`src/rtl/alu_exec_unit.sv`:
```
// Execution unit for the SIMPLE processor: single-cycle arithmetic/logic ops and
// bit-serial shifts with a busy/done handshake back to the control unit.
module alu_exec_unit #(
  parameter int unsigned WIDTH = 16
) (
  input  logic             clk,
  input  logic             rst,
  input  logic             alu_e,
  input  logic [3:0]       op,
  input  logic [WIDTH-1:0] ar,
  input  logic [WIDTH-1:0] br,
  input  logic [3:0]       d4,
  output logic [WIDTH-1:0] dr_q,
  output logic             s_f,
  output logic             z_f,
  output logic             c_f,
  output logic             v_f,
  output logic             busy,
  output logic             done
);

  localparam int unsigned CNT_W = 4;
  localparam int unsigned MSB   = WIDTH - 1;

  typedef enum logic {
    ST_IDLE  = 1'b0,
    ST_SHIFT = 1'b1
  } state_t;

  state_t             r_state;
  logic [WIDTH-1:0]   r_dr;
  logic [WIDTH-1:0]   r_sh;
  logic [CNT_W-1:0]   r_cnt;
  logic [1:0]         r_kind;
  logic               r_s;
  logic               r_z;
  logic               r_c;
  logic               r_v;
  logic               r_busy;
  logic               r_done;

  logic [WIDTH:0]     w_sum;
  logic [WIDTH:0]     w_diff;
  logic [WIDTH-1:0]   w_res;
  logic               w_c;
  logic               w_v;
  logic               w_wr_dr;
  logic               w_wr_fl;
  logic               w_is_shift;
  logic [WIDTH-1:0]   w_sh_next;
  logic               w_sh_out;

  assign w_sum      = {1'b0, br} + {1'b0, ar};
  assign w_diff     = {1'b0, br} - {1'b0, ar};
  assign w_is_shift = op[3] & ~op[2];

  // Single-cycle result path, also covers shifts by zero (result is br, no carry)
  always_comb begin
    w_res   = '0;
    w_c     = 1'b0;
    w_v     = 1'b0;
    w_wr_dr = 1'b0;
    w_wr_fl = 1'b0;
    case (op)
      4'b0000: begin
        w_res   = w_sum[MSB:0];
        w_c     = w_sum[WIDTH];
        w_v     = (br[MSB] == ar[MSB]) && (w_sum[MSB] != br[MSB]);
        w_wr_dr = 1'b1;
        w_wr_fl = 1'b1;
      end
      4'b0001, 4'b0101: begin
        w_res   = w_diff[MSB:0];
        w_c     = w_diff[WIDTH];
        w_v     = (br[MSB] != ar[MSB]) && (w_diff[MSB] != br[MSB]);
        w_wr_dr = ~op[2];
        w_wr_fl = 1'b1;
      end
      4'b0010: begin
        w_res   = br & ar;
        w_wr_dr = 1'b1;
        w_wr_fl = 1'b1;
      end
      4'b0011: begin
        w_res   = br | ar;
        w_wr_dr = 1'b1;
        w_wr_fl = 1'b1;
      end
      4'b0100: begin
        w_res   = br ^ ar;
        w_wr_dr = 1'b1;
        w_wr_fl = 1'b1;
      end
      4'b0110: begin
        w_res   = ar;
        w_wr_dr = 1'b1;
        w_wr_fl = 1'b1;
      end
      4'b1000, 4'b1001, 4'b1010, 4'b1011: begin
        w_res   = br;
        w_wr_dr = 1'b1;
        w_wr_fl = 1'b1;
      end
      default: begin
        w_wr_dr = 1'b0;
        w_wr_fl = 1'b0;
      end
    endcase
  end

  // One-bit shift step; kind is the latched op[1:0] (SLL, SLR, SRL, SRA)
  always_comb begin
    w_sh_next = r_sh;
    w_sh_out  = 1'b0;
    case (r_kind)
      2'b00: begin
        w_sh_next = {r_sh[MSB-1:0], 1'b0};
        w_sh_out  = r_sh[MSB];
      end
      2'b01: begin
        w_sh_next = {r_sh[MSB-1:0], r_sh[MSB]};
        w_sh_out  = r_sh[MSB];
      end
      2'b10: begin
        w_sh_next = {1'b0, r_sh[MSB:1]};
        w_sh_out  = r_sh[0];
      end
      2'b11: begin
        w_sh_next = {r_sh[MSB], r_sh[MSB:1]};
        w_sh_out  = r_sh[0];
      end
    endcase
  end

  always_ff @(posedge clk or negedge rst) begin
    if (!rst) begin
      r_state <= ST_IDLE;
      r_dr    <= '0;
      r_sh    <= '0;
      r_cnt   <= '0;
      r_kind  <= '0;
      r_s     <= 1'b0;
      r_z     <= 1'b0;
      r_c     <= 1'b0;
      r_v     <= 1'b0;
      r_busy  <= 1'b0;
      r_done  <= 1'b0;
    end else begin
      r_done <= 1'b0;
      case (r_state)
        ST_IDLE: begin
          if (alu_e) begin
            if (w_is_shift && (d4 != CNT_W'(0))) begin
              r_sh    <= br;
              r_cnt   <= d4;
              r_kind  <= op[1:0];
              r_busy  <= 1'b1;
              r_state <= ST_SHIFT;
            end else begin
              if (w_wr_dr) r_dr <= w_res;
              if (w_wr_fl) begin
                r_s <= w_res[MSB];
                r_z <= (w_res == '0);
                r_c <= w_c;
                r_v <= w_v;
              end
              r_done <= 1'b1;
            end
          end
        end
        ST_SHIFT: begin
          r_sh  <= w_sh_next;
          r_cnt <= r_cnt - CNT_W'(1);
          // Final step: commit result with the last bit shifted out as carry
          if (r_cnt == CNT_W'(1)) begin
            r_dr    <= w_sh_next;
            r_s     <= w_sh_next[MSB];
            r_z     <= (w_sh_next == '0);
            r_c     <= w_sh_out;
            r_v     <= 1'b0;
            r_busy  <= 1'b0;
            r_done  <= 1'b1;
            r_state <= ST_IDLE;
          end
        end
      endcase
    end
  end

  assign dr_q = r_dr;
  assign s_f  = r_s;
  assign z_f  = r_z;
  assign c_f  = r_c;
  assign v_f  = r_v;
  assign busy = r_busy;
  assign done = r_done;

endmodule
```
`config.mk`:
```
export PLATFORM = sky130hd
export DESIGN_NAME = alu_exec_unit
export DESIGN_NICKNAME = d
export VERILOG_FILES = /design/src/rtl/alu_exec_unit.sv
export SDC_FILE = /design/constraint.sdc
export NUM_CORES = 1
export LEC_CHECK = 0
export ABC_CLOCK_PERIOD_IN_PS = 4000
export BUFFER_PORTS_ARGS = -buffer_cell sky130_fd_sc_hd__buf_2
export CELL_PAD_IN_SITES_DETAIL_PLACEMENT = 2
export CELL_PAD_IN_SITES_GLOBAL_PLACEMENT = 2
export CORE_MARGIN = 2
export CORE_UTILIZATION = 38
export CTS_CLUSTER_SIZE = 30
export DETAILED_ROUTE_END_ITERATION = 8
export HOLD_SLACK_MARGIN = 0.02
export PLACE_DENSITY_LB_ADDON = 0.1
export SETUP_SLACK_MARGIN = 0.2
export SYNTH_ARGS = -nofsm -noshare
export SYNTH_HDL_FRONTEND = slang
export SYNTH_SLANG_ARGS = --single-unit
```
`constraint.sdc`:
```
create_clock -name clk -period 4 [get_ports clk]
set_clock_uncertainty 0.1 [all_clocks]
set_input_delay 0.8 -clock clk [delete_from_list [all_inputs] [get_ports clk]]
set_output_delay 0.8 -clock clk [all_outputs]
set_load 0.03 [all_outputs]
```
# == After elaboration in Yosys (flattened, before gate mapping) ==
# Index checks and enable logic that the tools add are counted.
# word_totals
regBits,45
in_bits,43
word_cells,112
# classes
addsub,3
n_eq_ne,24
n_mux,49
n_bitwise,6
reduce_logical,19
# op_table
operator,count
$pmux W16 S7,1
$mux W16,6
$pmux W16 S2,2
$pmux W16 S4,1
$logic_not A16 Y1,2
$mux W1,25
$pmux W1 S2,11
$add A16 B16 Y17,1
$sub A16 B16 Y17,1
$and A16 B16 Y16,1
$eq A4 B4 Y1 const B,4
$or A16 B16 Y16,1
$xor A16 B16 Y16,1
$eq A4 B3 Y1 const B,3
$reduce_or A11 Y1,1
$ne A2 B2 Y1 const B,5
$reduce_or A9 Y1,1
$eq A4 B1 Y1 const B,2
$eq A4 B2 Y1 const B,2
$mux W4,2
$pmux W4 S2,1
$reduce_and A4 Y1,2
$reduce_and A3 Y1,2
$reduce_or A2 Y1,3
other kinds (14),20

# == Longest topological paths before layout ==
# logic_depth
ltp_word,8
ltp_mapped,13
depth_no_buf,13

# == Worst setup path after synthesis ==
# Ideal clock, no wire load.
# synth_timing
path_kind,input -> register
start,input port ar[2]
end,register r_dr[14] (netlist: dr_q[14])
setup_ps,125
arrival_ps,3014
setup_slack_ps,762
path_stages,11
n_path_buf,0
cell_sequence,inv_1 > ha_1 > nor2b_1 > o21bai_2 > a311oi_1 > a311o_1 > o41a_1 > a221oi_2 > o32a_2 > a21oi_1 > mux2_2
# synth_between
elab_chain_cells,6
elab_cells_between_ends,7
# synth_rtl
item,line,text
start: declaration,10,"input logic [WIDTH-1:0] ar,"
$sub A16 B16 Y17 or $add A16 B16 Y17 (tied branches),"54, 53",
$pmux W16 S7 (*),64,case (op)
$mux W16 (*),160,if (w_wr_dr) r_dr <= w_res;
$mux W16 (*),153,if (w_is_shift && (d4 != CNT_W'(0))) begin
$mux W16 (*),152,if (alu_e) begin
$pmux W16 S2 (*),150,case (r_state)
end signal: assignment,160,
end signal: assignment,176,r_dr <= w_sh_next;
end: declaration,31,logic [WIDTH-1:0] r_dr;
# Every way passes the cells marked *; elsewhere a longest branch is shown, timed or not. The select of a mux whose other input is x is not followed.
# A chain may end at the register's enable or synchronous reset.

# == Final worst setup path ==
# layout_timing
start,input port br[0]
end,register r_z (netlist: z_f)
# layout_between
elab_chain_cells,7
elab_cells_between_ends,11
# layout_rtl
item,line,text
start: declaration,11,"input logic [WIDTH-1:0] br,"
$sub A16 B16 Y17 (tied with other cells),54,"assign w_diff = {1'b0, br} - {1'b0, ar};"
$pmux W16 S7 (*),64,
$logic_not A16 Y1 (*),163,r_z <= (w_res == '0);
$mux W1 (*),161,if (w_wr_fl) begin
$mux W1 (*),153,
$mux W1 (*),152,
$pmux W1 S2 (*),150,
end signal: assignment,163,
end signal: assignment,178,r_z <= (w_sh_next == '0);
end: declaration,36,logic r_z;
# Marked as above.

==> results by group <==
Yosys
  – Async S/R FF share, synth: 100%
  – Post-synth EDFFs: 0
  – Largest area contributor in the netlist: dfrtp_1
  – Syn nets: 759
  – Yosys cell types: 80
  – Syn avg cell area: between 7 and 8 µm²
  – Synth top area cells: dfrtp_1, ha_1, a21oi_1
  – Top FF cell, synth: dfrtp_1
  – Synth Cell Area: 5120 µm²
  – Synth warn: 0
  – Yosys top cell area share: between 20% and 30%
  – #FFs+latches synth: between 40 and 50
  – Share of the yosys chip area belonging to registers: 22.0%
  – Mapped Cells: between 600 and 700

Drt
  – Final wirelength: between 20000 and 25000 µm
  – Avg WL per Cell: approximately 24 µm
  – ANT nets after route: 0
  – First DRT Iteration DRCs: just over 300
  – Residual DRC: 0
  – Pre-antenna DRT Iters: 4
  – Via density: 6.11
  – Via Count: between 5000 and 6000

STA
  – Setup WS post-layout: ~0.31 ns
  – Final hold slack: just over 0.4 ns
  – Post-Route Setup TNS: 0 ns
  – Fmax: roughly 0.27 GHz
  – Final setup violation count: 0
  – Pins over their slew limit: 0
  – Least-Margin Pin Slew: around 1.1 ns
  – Min cycle time layout: ~3.7 ns
  – Rel. slew slack: between 20% and 30%
  – Tcrit/Tclk final: 92.2%
  – RSZ-0062 raised after global routing: false
  – Final hold violation count: 0

Final layout
  – Fin cells: slightly below 900
  – Layout Nets: between 800 and 900
  – Diodes inserted: 0
  – Area delta synth->final: 15.3%
  – Final Instance Area: slightly below 6000 µm²
  – Fill cells: ~1500
  – Share of post-route cells with drive strength above 1: between 10% and 20%

Setup path
  – Reg2Reg Launch Point: r_state$_DFF_PN0_
  – Critical Path End Type: flop
  – Worst Path Max Fanout: 3
  – Crit path launch: br[0]
  – Depth of the most critical reg-to-reg path: 7
  – WS Path Type: input pin to flop
  – Startpoint types: input pin
  – Req. time, crit path: about 4 ns
  – Crit path DAT: between 3 and 4 ns

Power and ir drop
  – Comb pwr share: a little over half
  – Sequential share of power: between 30 and 40%
  – Net switching power: between 1 and 1.5 mW
  – Int Power: approximately 1.6 mW
  – Worst VDD drop: between 0.0002 and 0.0003 V
  – Clock power share: about 16%
  – Net Sw Frac: between 40% and 50%
  – Leak: about 2.7 nW
  – Total power per unit cell area: 520 nW/µm²

Place
  – DP Area: approximately 5700 µm²
  – Routability cong.: about 0.88
  – IO buf count: 64
  – Hpwl dp: roughly 16000 µm
  – Placed cells: approximately 890
  – Dpl ws: 0.0130 ns

Floorplanning
  – IO Count: 65
  – Row Count: 42
  – Die ar.: ~14000 µm²
  – Die Span Y: around 120 µm
  – Die X: around 120 µm
  – Starting Density: 38.8%
  – Core box area: about 13000 µm²

Clock tree
  – # clock sinks: 45
  – Worst skew pair latency: between 0.2 and 0.3 ns
  – CTS max path bufs: 2
  – CTS tree: yes
  – Total CTS buffers: 5
  – H-tree depth: 2
  – Worst-path clk slew: 0.07 ns
  – Root Buffer: clkbuf_16

Flow run
  – MaxCap Viol Count: 0

Global route
  – Initial antenna violation count: 0
  – GR Overflow Total: 0
  – Total Routing Usage GR: just under 30%
  – Pin count of the biggest net entering global routing: 46
  – Vias in the first global route: ~5900
  – First-pass GRT wire length: 33700 µm

Outcome
  – Status: completed

Hold path
  – Hold Crit Class: flop to flop
  – WHS Path Cells: 1
  – Hold_sp: dr_q[4]$_DFFE_PN0P_
==> cells by family (layout without fill, tap and decap cells) <==
group                      after synthesis  in the layout  share of synthesized area (%)
AOI/OAI and AO/OA                      232            232                           32.0
and+or+nand+nor                        209            209                           19.9
xor gates and xnor gates                 2              2                          0.342
muxes                                   23             23                           4.64
DFF                                     45             45                           22.0
buffers and inverters                   95            153                           7.50
adders and majority gates               55             55                           13.7
==> power groups by stage <==
stage	sequential (mW)	clock [mW]	combinational, mW
finish	0.957	0.504	1.61
global route	0.993	0.527	1.76
CTS	0.955	0.507	1.61
detailed placement	0.956	0	1.59
global placement	0.931	0	1.51
floorplan	1.03	0	0.950
==> sequential cells by signal, summed over array words and instances (netlist names) <==
| signal | count |
|---|---|
| dr_q | 16 |
| r_sh | 16 |
| r_cnt | 4 |
| r_kind | 2 |
| busy | 1 |
| c_f | 1 |
| done | 1 |
| r_state | 1 |
| s_f | 1 |
| v_f | 1 |
| z_f | 1 |
==> timing repair <==
action | in CTS | in global routing
hold buffers | 0 | 0
buffers inserted | 0 | 1
endpoints found under the hold margin | 0 | 0
endpoints found under the setup margin | 0 | 3
gates resized for setup | 0 | 3
==> worst paths after layout <==
kind	endpoint	slack [ns]
max	z_f$_DFFE_PN0P_	0.31
min	dr_q[4]$_DFFE_PN0P_	0.40
max reg2reg	z_f$_DFFE_PN0P_	1.34
min reg2reg	dr_q[4]$_DFFE_PN0P_	0.40
max in group asynchronous	r_sh[6]$_DFFE_PN0P_	2.55
min in group asynchronous	r_cnt[2]$_DFFE_PN0P_	0.59
==> cell type report <==
| type | instances | area, µm² | area share (%) |
|---|---|---|---|
| Clock inverter | 2 | 37.5 | 0.635 |
| Multi-Input combinational cell | 521 | 3640 | 61.6 |
| Timing Repair Buffer | 89 | 533 | 9.02 |
| Clock buffer | 6 | 139 | 2.35 |
| Inverter | 56 | 210 | 3.56 |
| Sequential cell | 45 | 1130 | 19.1 |
| Tap cell | 176 | 220 | 3.73 |
==> worst max-delay path, cell delays in order <==
cell,delay (ns)
buf_2,0.12
inv_1,0.11
ha_1,0.21
inv_1,0.07
fa_1,0.42
nor2b_1,0.18
o211ai_1,0.21
buf_4,0.17
nand2_1,0.09
a221oi_1,0.47
o211a_1,0.23
o2111ai_1,0.13
nor4_1,0.28
nand4_1,0.14
o21ai_1,0.15
==> cells in the final DEF, fill, tap and decap left out, drive strengths merged, types with 15 or more instances in the layout <==
master	count
dfrtp	45
inv	56
nor2	68
nand2	63
buf	89
a21oi	63
ha	53
mux2i	17
a21boi	15
o21ai	31
==> per-layer routing <==
| layer | vias up | share of wire (%) | track usage [%] |
|---|---|---|---|
| li1 | 2529 | - | - |
| met5 | - | 0 | 0 |
| met3 | 45 | 3.6 | 3.75 |
| met1 | 2767 | 44 | 38.6 |
| met2 | 131 | 49 | 51.5 |
| met4 | 0 | 3.0 | 8.75 |
==> Yosys cell counts (all sizes together), types with 8 or more instances <==
cell,instances
inv,56
nor2,68
nand2,63
nor3,9
dfrtp,45
a21oi,63
a21o,10
nor2b,10
ha,53
nand4,8
mux2i,17
a31oi,10
a21boi,15
o22ai,10
buf,14
clkbuf,25
a221oi,11
o21ai,31
==> stage by stage <==
stage          total power, mW  utilization [%]
5_1_grt                   3.28             44.8
4_1_cts                   3.08             44.6
6_report                  3.07             44.8
3_5_place_dp              2.54             43.3
2_1_floorplan             1.97                -
3_3_place_gp              2.44             43.3
(Power assumes the default switching activity.)
